<file path="src/rtl/gpu_mem_pkg.sv">
// Shared definitions for the block framebuffer memory path: address layout,
// default legal block range and the RMW scheduler state encoding.
package gpu_mem_pkg;

    localparam int BA_W      = 13;
    localparam int X_MSB     = 12;
    localparam int X_LSB     = 6;
    localparam int Y_MSB     = 5;
    localparam int Y_LSB     = 0;
    localparam int X_MAX_DEF = 70;
    localparam int Y_MAX_DEF = 52;

    typedef enum logic [2:0] {
        ST_IDLE   = 3'd0,
        ST_READ   = 3'd1,
        ST_MODIFY = 3'd2,
        ST_WRITE  = 3'd3,
        ST_DONE   = 3'd4
    } state_e;

    // A block address is legal when both fields lie inside the framebuffer.
    function automatic logic addr_legal(input logic [BA_W-1:0] a,
                                        input int x_max, input int y_max);
        return (int'(a[X_MSB:X_LSB]) <= x_max) && (int'(a[Y_MSB:Y_LSB]) <= y_max);
    endfunction

endpackage

</file>
<file path="src/rtl/rr_arbiter2.sv">
// Two-way round-robin arbiter: on contention the requester not granted last
// wins; the pointer only moves when the owner accepts the grant (en_i).
module rr_arbiter2 (
    input  logic       clk_i,
    input  logic       rst_i,
    input  logic [1:0] req_i,
    input  logic       en_i,
    output logic [1:0] gnt_o
);

    // Index of the requester granted last; reset value 1 lets req 0 win first.
    logic last_q, last_d;

    always_comb begin
        gnt_o = req_i;
        if (req_i == 2'b11) begin
            gnt_o = last_q ? 2'b01 : 2'b10;
        end
        last_d = last_q;
        if (en_i && (gnt_o != 2'b00)) begin
            last_d = gnt_o[1];
        end
    end

    always_ff @(posedge clk_i or posedge rst_i) begin
        if (rst_i) begin
            last_q <= 1'b1;
        end else begin
            last_q <= last_d;
        end
    end

endmodule

</file>
<file path="src/rtl/block_rmw_scheduler.sv">
// Read-modify-write sequencer for port A of the 2x2 block framebuffer memory,
// shared between the rasterizer (req 0) and the clear/fill engine (req 1).
module block_rmw_scheduler
    import gpu_mem_pkg::*;
#(
    parameter int RD_LAT      = 2,
    parameter int TIMEOUT_CYC = 255,
    parameter int X_MAX       = X_MAX_DEF,
    parameter int Y_MAX       = Y_MAX_DEF
) (
    input  logic            clk,
    input  logic            clr,
    input  logic [1:0]      req_i,
    input  logic [BA_W-1:0] addr0_i,
    input  logic [BA_W-1:0] addr1_i,
    input  logic [1:0]      wb_valid_i,
    output logic [1:0]      gnt_o,
    output logic            rd_valid_o,
    output logic [1:0]      done_o,
    output logic            err_o,
    output logic            busy_o,
    output logic [BA_W-1:0] mem_block_address_a,
    output logic            mem_clk_en_a,
    output logic            mem_wren
);

    state_e          state_q, state_d;
    logic [1:0]      gnt_q, gnt_d;
    logic [BA_W-1:0] addr_q, addr_d;
    logic            err_q, err_d;
    logic [7:0]      cnt_q, cnt_d;

    logic [1:0]      arb_gnt;
    logic            arb_en;
    logic [BA_W-1:0] sel_addr;
    logic            wb_ok;

    assign arb_en   = (state_q == ST_IDLE) && (req_i != 2'b00);
    assign sel_addr = arb_gnt[1] ? addr1_i : addr0_i;
    assign wb_ok    = (wb_valid_i & gnt_q) != 2'b00;

    rr_arbiter2 u_arb (
        .clk_i (clk),
        .rst_i (clr),
        .req_i (req_i),
        .en_i  (arb_en),
        .gnt_o (arb_gnt)
    );

    always_comb begin
        state_d = state_q;
        gnt_d   = gnt_q;
        addr_d  = addr_q;
        err_d   = err_q;
        cnt_d   = cnt_q;
        case (state_q)
            ST_IDLE: begin
                if (req_i != 2'b00) begin
                    gnt_d  = arb_gnt;
                    addr_d = sel_addr;
                    cnt_d  = 8'd0;
                    if (addr_legal(sel_addr, X_MAX, Y_MAX)) begin
                        state_d = ST_READ;
                        err_d   = 1'b0;
                    end else begin
                        state_d = ST_DONE;
                        err_d   = 1'b1;
                    end
                end
            end
            ST_READ: begin
                if (cnt_q == 8'(RD_LAT - 1)) begin
                    state_d = ST_MODIFY;
                    cnt_d   = 8'd0;
                end else begin
                    cnt_d = cnt_q + 8'd1;
                end
            end
            ST_MODIFY: begin
                // Write-back wins over a timeout landing in the same cycle.
                if (wb_ok) begin
                    state_d = ST_WRITE;
                end else if (cnt_q == 8'(TIMEOUT_CYC - 1)) begin
                    state_d = ST_DONE;
                    err_d   = 1'b1;
                end else begin
                    cnt_d = cnt_q + 8'd1;
                end
            end
            ST_WRITE: begin
                state_d = ST_DONE;
            end
            ST_DONE: begin
                state_d = ST_IDLE;
                gnt_d   = 2'b00;
                addr_d  = '0;
                err_d   = 1'b0;
            end
            default: begin
                state_d = ST_IDLE;
                gnt_d   = 2'b00;
                addr_d  = '0;
                err_d   = 1'b0;
                cnt_d   = 8'd0;
            end
        endcase
    end

    always_ff @(posedge clk or posedge clr) begin
        if (clr) begin
            state_q <= ST_IDLE;
            gnt_q   <= 2'b00;
            addr_q  <= '0;
            err_q   <= 1'b0;
            cnt_q   <= 8'd0;
        end else begin
            state_q <= state_d;
            gnt_q   <= gnt_d;
            addr_q  <= addr_d;
            err_q   <= err_d;
            cnt_q   <= cnt_d;
        end
    end

    // Outputs decode registered state only, so reset clears them immediately.
    assign gnt_o               = gnt_q;
    assign rd_valid_o          = (state_q == ST_MODIFY);
    assign done_o              = (state_q == ST_DONE) ? gnt_q : 2'b00;
    assign err_o               = (state_q == ST_DONE) && err_q;
    assign busy_o              = (state_q != ST_IDLE);
    assign mem_block_address_a = addr_q;
    assign mem_clk_en_a        = (state_q == ST_READ) || (state_q == ST_WRITE);
    assign mem_wren            = (state_q == ST_WRITE);

endmodule

</file>
<file path="config.mk">
export PLATFORM = sky130hd
export DESIGN_NAME = block_rmw_scheduler
export DESIGN_NICKNAME = d
export VERILOG_FILES = /design/src/rtl/gpu_mem_pkg.sv /design/src/rtl/rr_arbiter2.sv /design/src/rtl/block_rmw_scheduler.sv
export SDC_FILE = /design/constraint.sdc
export NUM_CORES = 1
export LEC_CHECK = 0
export BUFFER_PORTS_ARGS = -buffer_cell sky130_fd_sc_hd__buf_2
export CAP_MARGIN = 20
export CORE_MARGIN = 8
export CORE_UTILIZATION = 25
export CTS_CLUSTER_DIAMETER = 60
export CTS_CLUSTER_SIZE = 14
export DETAILED_ROUTE_END_ITERATION = 10
export GPL_TIMING_DRIVEN = 0
export HOLD_SLACK_MARGIN = 0.15
export PLACE_DENSITY = 0.44
export SYNTH_ARGS = -nofsm -noshare
export SYNTH_HDL_FRONTEND = slang
export SYNTH_SLANG_ARGS = --single-unit
</file>
<file path="constraint.sdc">
create_clock -name clk -period 2.1 [get_ports clk]
set_clock_uncertainty 0.05 [all_clocks]
set_input_delay 0.21 -clock clk [delete_from_list [all_inputs] [get_ports clk]]
set_output_delay 0.21 -clock clk [all_outputs]
set_load 0.03 [all_outputs]
</file>
# Word level (Yosys, flattened, before mapping)

Cells that the tools add are included.

Register bits after elaboration: 28
Latch bits: 0
Memory bits (writable): 0
Memory bits (read-only): 0
Input port bits: 32
Output and inout bits: 22
Logic and storage cells: 67
Memories kept: 0

Add/sub/neg operators: 1
Multipliers: 0
Div/mod/pow operators: 0
Magnitude comparators: 2
Equal/unequal tests: 13
Shifts and indexed selects: 0
Multiplexer cells: 24
Bitwise logic cells: 4
Reductions and logical operators: 17

Operators by type and width:

| kind                                                                    | count |
|---|---|
| 8-bit two-way mux                                                       | 4 |
| 8-bit case mux with 4 select lines                                      | 1 |
| 13-bit two-way mux                                                      | 2 |
| 13-bit case mux with 2 select lines                                     | 1 |
| 3-bit two-way mux                                                       | 5 |
| 3-bit case mux with 4 select lines                                      | 1 |
| 8-bit by 1-bit adder with 8-bit output, second input constant           | 1 |
| 8-bit by 1-bit equality test with 1-bit output, second input constant   | 1 |
| 8-bit equality test, second input constant                              | 1 |
| 2-bit two-way mux                                                       | 4 |
| 4-bit AND reduction                                                     | 2 |
| 7-bit <= comparator, second input constant                              | 1 |
| 3-bit by 2-bit equality test with 1-bit output, second input constant   | 2 |
| 6-bit <= comparator, second input constant                              | 1 |
| 2-bit inequality test, second input constant                            | 3 |
| 2-bit nonzero test                                                      | 3 |
| 1-bit logical AND                                                       | 4 |
| 1-bit two-way mux                                                       | 4 |
| 2-bit by 1-bit inequality test with 1-bit output, second input constant | 2 |
| 2-bit case mux with 2 select lines                                      | 1 |
| 2-bit OR reduction                                                      | 2 |
| 3-bit by 1-bit equality test with 1-bit output, second input constant   | 1 |
| 3-bit equality test, second input constant                              | 1 |
| 3-bit zero test                                                         | 1 |
| other kinds (10)                                                        | 12 |

# Depth between registers and ports, before layout

Depth after elaboration: 8
Mapped depth: 7
Gate-level depth less buffers: 7

# By module

A second synthesis with hierarchy kept.

Cells, all modules: 181
Area, all modules: 1716.6 sq um

By module, submodules not included:

| module              | instances | cells an instance | area each (sq um) | seq. area each (sq um) |
|---|---|---|---|---|
| block_rmw_scheduler | 1         | 174               | 1656.6            | 675.6 |
| rr_arbiter2         | 1         | 7                 | 60.1              | 26.3 |

# Worst setup path before layout

OpenSTA, ideal clock, no wires.

Kind: register -> register
Start: register cnt_q[1]
End: register cnt_q[2]
Arrival: 1586 ps
Data required time: 1910 ps
Slack: 324 ps
Cell stages (with the launch flop): 8
Buffers on the path: 0
Cells stage by stage: dfrtp_1 > inv_1 > ha_1 > or4b_1 > nor4_4 > nand2_1 > o311ai_2 > nor2_1

Cells in the longest elaborated chain, start to end: 4

Ends and longest elaborated chain:

| item                                   | RTL line                                             | RTL |
|---|---|---|
| start, declared                        | block_rmw_scheduler.sv:31                            | `logic [7:0] cnt_q, cnt_d;` |
| start signal, assigned                 | block_rmw_scheduler.sv:121                           | `cnt_q <= cnt_d;` |
| 8-bit by 1-bit adder with 8-bit output | block_rmw_scheduler.sv:76, block_rmw_scheduler.sv:87 |  |
| 8-bit two-way mux                      | block_rmw_scheduler.sv:83                            | `end else if (cnt_q == 8'(TIMEOUT_CYC - 1)) begin` |
| 8-bit two-way mux                      | block_rmw_scheduler.sv:81                            | `if (wb_ok) begin` |
| 8-bit case mux with 4 select lines     | block_rmw_scheduler.sv:56                            | `case (state_q)` |

Several ways; a longest one is shown, not always the timed one. The select of a mux whose other input is x is not followed.
A chain may end at the register's enable or synchronous reset.

# Final worst setup path

Same ends and word-level chain as after synthesis.

==> out/results.txt <==
Hold is met by 0.154 ns. For the worst setup path, the data required time is 2.21 ns. The post-synthesis sequential area ratio was 0.401. The minimum clock period after layout was 2.02 ns; the area of the placeable core was 0.00679 sq mm. Each instance of the synthesized netlist takes up on average 9.57 sq um.

The number of cells on the worst reg-to-reg path is 7. For this run the aggregate overflow at the end of global routing stands at 0. Static timing analysis puts the maximum clock frequency at 0.495 GHz. The worst hold path stage count works out to 2. Fraction of met2 tracks used by global routing: 0.161. Setup total negative slack on the finished layout was measured at 0 ns.

The worst path setup slack after routing came out at 0.0788 ns. The detailed router placed 1595 vias in this run. The die width was 99.7 microns; the number of unique standard cell types used by synthesis was 48. The hold violation total from the final report is 0, and the synthesized instance count is 183.

The net count reported at finish was 279. The fill cell instance count of the final layout was 755; the actual transition at the worst max-transition pin was 0.720 ns. The library cells used most frequently in the layout, excluding fill and tap cells, are sky130_fd_sc_hd__buf_2 (58), sky130_fd_sc_hd__nor2_1 (28), sky130_fd_sc_hd__dfrtp_1 (26).

The Yosys warning count came out at 0. The share of final-layout standard cells stronger than drive strength 1 works out to 0.354. The synthesized design contains 0 enable-type register cells. In this run the deepest clock path goes through 2 buffers. The most used flip-flop cell after synthesis is sky130_fd_sc_hd__dfrtp_1. After synthesis the cells add up to 0.00175 sq mm. The final clock period utilization by the worst path was 0.962. For the count of pins over their slew limit, the log shows 0. For the worst-skew pair, the clock arrives at the later sink with an insertion delay of 0.27 ns.

The number of nets in the synthesized netlist is 218. The tools report the max-cap violation count as 0. The area growth from synthesis to layout is 28.8%. For this run, design rule violations remaining after detail routing come to 0.

The setup check on the worst reg-to-reg path leaves a slack of 0.08 ns. The worst setup path is captured at a flip-flop. TritonCTS built the clock tree.

The run gives 0 as the number of antenna violations at the first check in global routing. The iteration-0 DRC count of the detailed router is 61, and the final setup violation count is 0. The run gives 0.0251 as the met3 demand-to-capacity share in global routing. For the number of nets still failing antenna checks after routing, the log shows 0. Worst slew slack as a fraction of its limit: 0.514. The met1 layer usage reported by global route was 0.149; the peak supply drop was 0.470 mV. Along the worst path, the maximum fanout reaches 7.

Routability-driven placement finished with a final weighted congestion of 0.794. The overall global routing resource usage was 0.107; the CTS H-tree depth was 1. The first TritonRoute pass finished after 4 iterations.

For hold timing, the worst endpoint is u_arb.last_q. The die span in y came out at 99.7 microns. The post-detailed-route via-to-cell ratio works out to 4.71.

The startpoint of the worst-slack reg-to-reg timing path is cnt_q[1]. The I/O pin count was 54. Once detailed placement completed, the half-perimeter wirelength came to 3.95 mm. Counting flops and latches in the post-synthesis netlist gives 28. In this run the critical register-to-register path is captured at cnt_q[2]. The category of the critical setup timing path was reg -> reg. The worst hold path begins at req_i[0]. The initial core utilization was 0.258.

The worst setup path is launched from a flip-flop. For the core utilization of the finished layout, the log shows 0.332. Most frequent standard cell in the layout excluding fill and tap cells: sky130_fd_sc_hd__buf_2.

In this run the clock root is driven by a sky130_fd_sc_hd__clkbuf_8. The most used routing layer is met2. The number of global-route vias before repair is 1712, and the count of buffers from port buffering is 53.

After detailed routing, the average wire length per cell comes to 15.4 microns. The area enclosed by the die boundary came out at 0.00994 sq mm. The final antenna diode count was 0; the clock input transition at the sequential cells of the worst setup and hold paths was 0.10 ns. CTS saw 28 sinks. The logs give 22 for the maximum number of pins on one net before global-route repair and 2.13 ns for the data arrival time of the critical path. For this design the static power due to leakage is 1.03 nW. The number of clock buffers added by TritonCTS is 3. The min-delay analysis places its worst path in the category in -> reg. The first global-routing pass estimated 8.78 mm of wire. The flow ran to the end, and the final reports show no timing, DRC or antenna violations.

The power density normalized to cell area was 1360 mW/mm^2; the site row count was 30. For this block, the routed nets add up to 5.24 mm of wire. At the placement stage, the worst setup path has a slack of 0.0792 ns.

Fraction of synthesis flops using an asynchronous set or reset pin: 1.00.
## timing repair
action / 4_1_cts / 5_1_grt
cloned: 0 / 0
pin swaps: 0 / 2
endpoints found under the setup margin: 2 / 9
hold buffers: 1 / 0
hold endpoints to repair: 7 / 0
buffers inserted: 0 / 1
resized for setup: 2 / 6
## how the worst max path moves through the flow
stage                  start         end  slack [ns]  cells after the start
floorplan           cnt_q[1]    cnt_q[2]        0.32                      7
global placement    cnt_q[1]    cnt_q[4]        0.09                      7
detailed placement  cnt_q[1]    cnt_q[2]        0.08                      7
CTS                 cnt_q[1]    cnt_q[2]        0.06                      7
global route        cnt_q[1]  state_q[0]       -0.03                      7
finish              cnt_q[1]    cnt_q[2]        0.08                      7
## per-layer routing
metal	routed length, microns	up-vias	part of all wire
li1	-	795	-
met1	2580	754	0.49
met2	2370	44	0.45
met3	267	2	0.051
met4	23	0	0.0044
met5	0	-	0
## Yosys cell counts (2+ instances only)
library cell	count	area share
sky130_fd_sc_hd__buf_2	4	0.011
sky130_fd_sc_hd__a211oi_2	2	0.014
sky130_fd_sc_hd__o21ai_0	5	0.014
sky130_fd_sc_hd__ha_1	3	0.021
sky130_fd_sc_hd__inv_1	7	0.015
sky130_fd_sc_hd__o211ai_1	2	0.0086
sky130_fd_sc_hd__or3_1	5	0.018
sky130_fd_sc_hd__clkbuf_1	3	0.0064
sky130_fd_sc_hd__nand2_1	7	0.015
sky130_fd_sc_hd__a21oi_1	10	0.029
sky130_fd_sc_hd__nand3_1	2	0.0057
sky130_fd_sc_hd__o21a_1	2	0.0086
sky130_fd_sc_hd__a22oi_1	2	0.0086
sky130_fd_sc_hd__nor2_1	28	0.060
sky130_fd_sc_hd__and3_1	5	0.018
sky130_fd_sc_hd__dfrtp_1	27	0.39
sky130_fd_sc_hd__mux2i_1	13	0.074
sky130_fd_sc_hd__xnor2_1	3	0.015
sky130_fd_sc_hd__a211oi_1	15	0.064
sky130_fd_sc_hd__nor3_1	5	0.014
sky130_fd_sc_hd__o21ai_1	5	0.014
sky130_fd_sc_hd__o41ai_2	2	0.019
## through the flow
step / power (W) / cells / area [sq um]
3_3_place_gp: 0.00268 / 332 / 2140
2_1_floorplan: 0.00216 / 183 / 1750
3_5_place_dp: 0.00268 / 333 / 2160
4_1_cts: 0.00305 / 338 / 2230
6_report: 0.00306 / 339 / 2250
5_1_grt: 0.00329 / 339 / 2250
## area by class of cell
class | count | area (sq um) | area share
multi-input cells | 138 | 982 | 0.436
flip-flops and latches | 28 | 703 | 0.312
repair buffers | 56 | 310 | 0.138
well taps | 96 | 120 | 0.0533
plain buffers | 10 | 57.6 | 0.0255
clock buffers | 4 | 55.1 | 0.0244
inverters | 7 | 26.3 | 0.0117
## sequential cells by signal, summed over array words and instances (netlist names)
register and cells:
err_q 1, mem_block_address_a 13, gnt_o 2, cnt_q 8, u_arb.last_q 1, state_q 3
## cells by family (layout without fill, tap and decap cells)
kind of cell,count (synthesis),count (layout),share of synthesized area
compound gates,57,57,0.257
xor+xnor,3,3,0.0150
fa+ha+maj,3,3,0.0214
buf+inv,17,77,0.0457
flops,28,28,0.401
mux,13,13,0.0743
simple gates,62,62,0.185
## power by group
part           switching, W  leakage, nW  internal, W  total, W
registers          0.000149        0.353     0.000760  0.000909
clock network      0.000178       0.0288     0.000168  0.000346
logic               0.00118        0.654     0.000617   0.00180
## worst max-delay path, stage by stage, from the launching register on
cell and delay (ns):
sky130_fd_sc_hd__dfrtp_1 0.40, sky130_fd_sc_hd__inv_2 0.09, sky130_fd_sc_hd__ha_1 0.14, sky130_fd_sc_hd__or4b_4 0.47
sky130_fd_sc_hd__nor4_4 0.36, sky130_fd_sc_hd__nand2_1 0.14, sky130_fd_sc_hd__o311ai_4 0.14, sky130_fd_sc_hd__nor2_1 0.10
(Power assumes the default switching activity.)
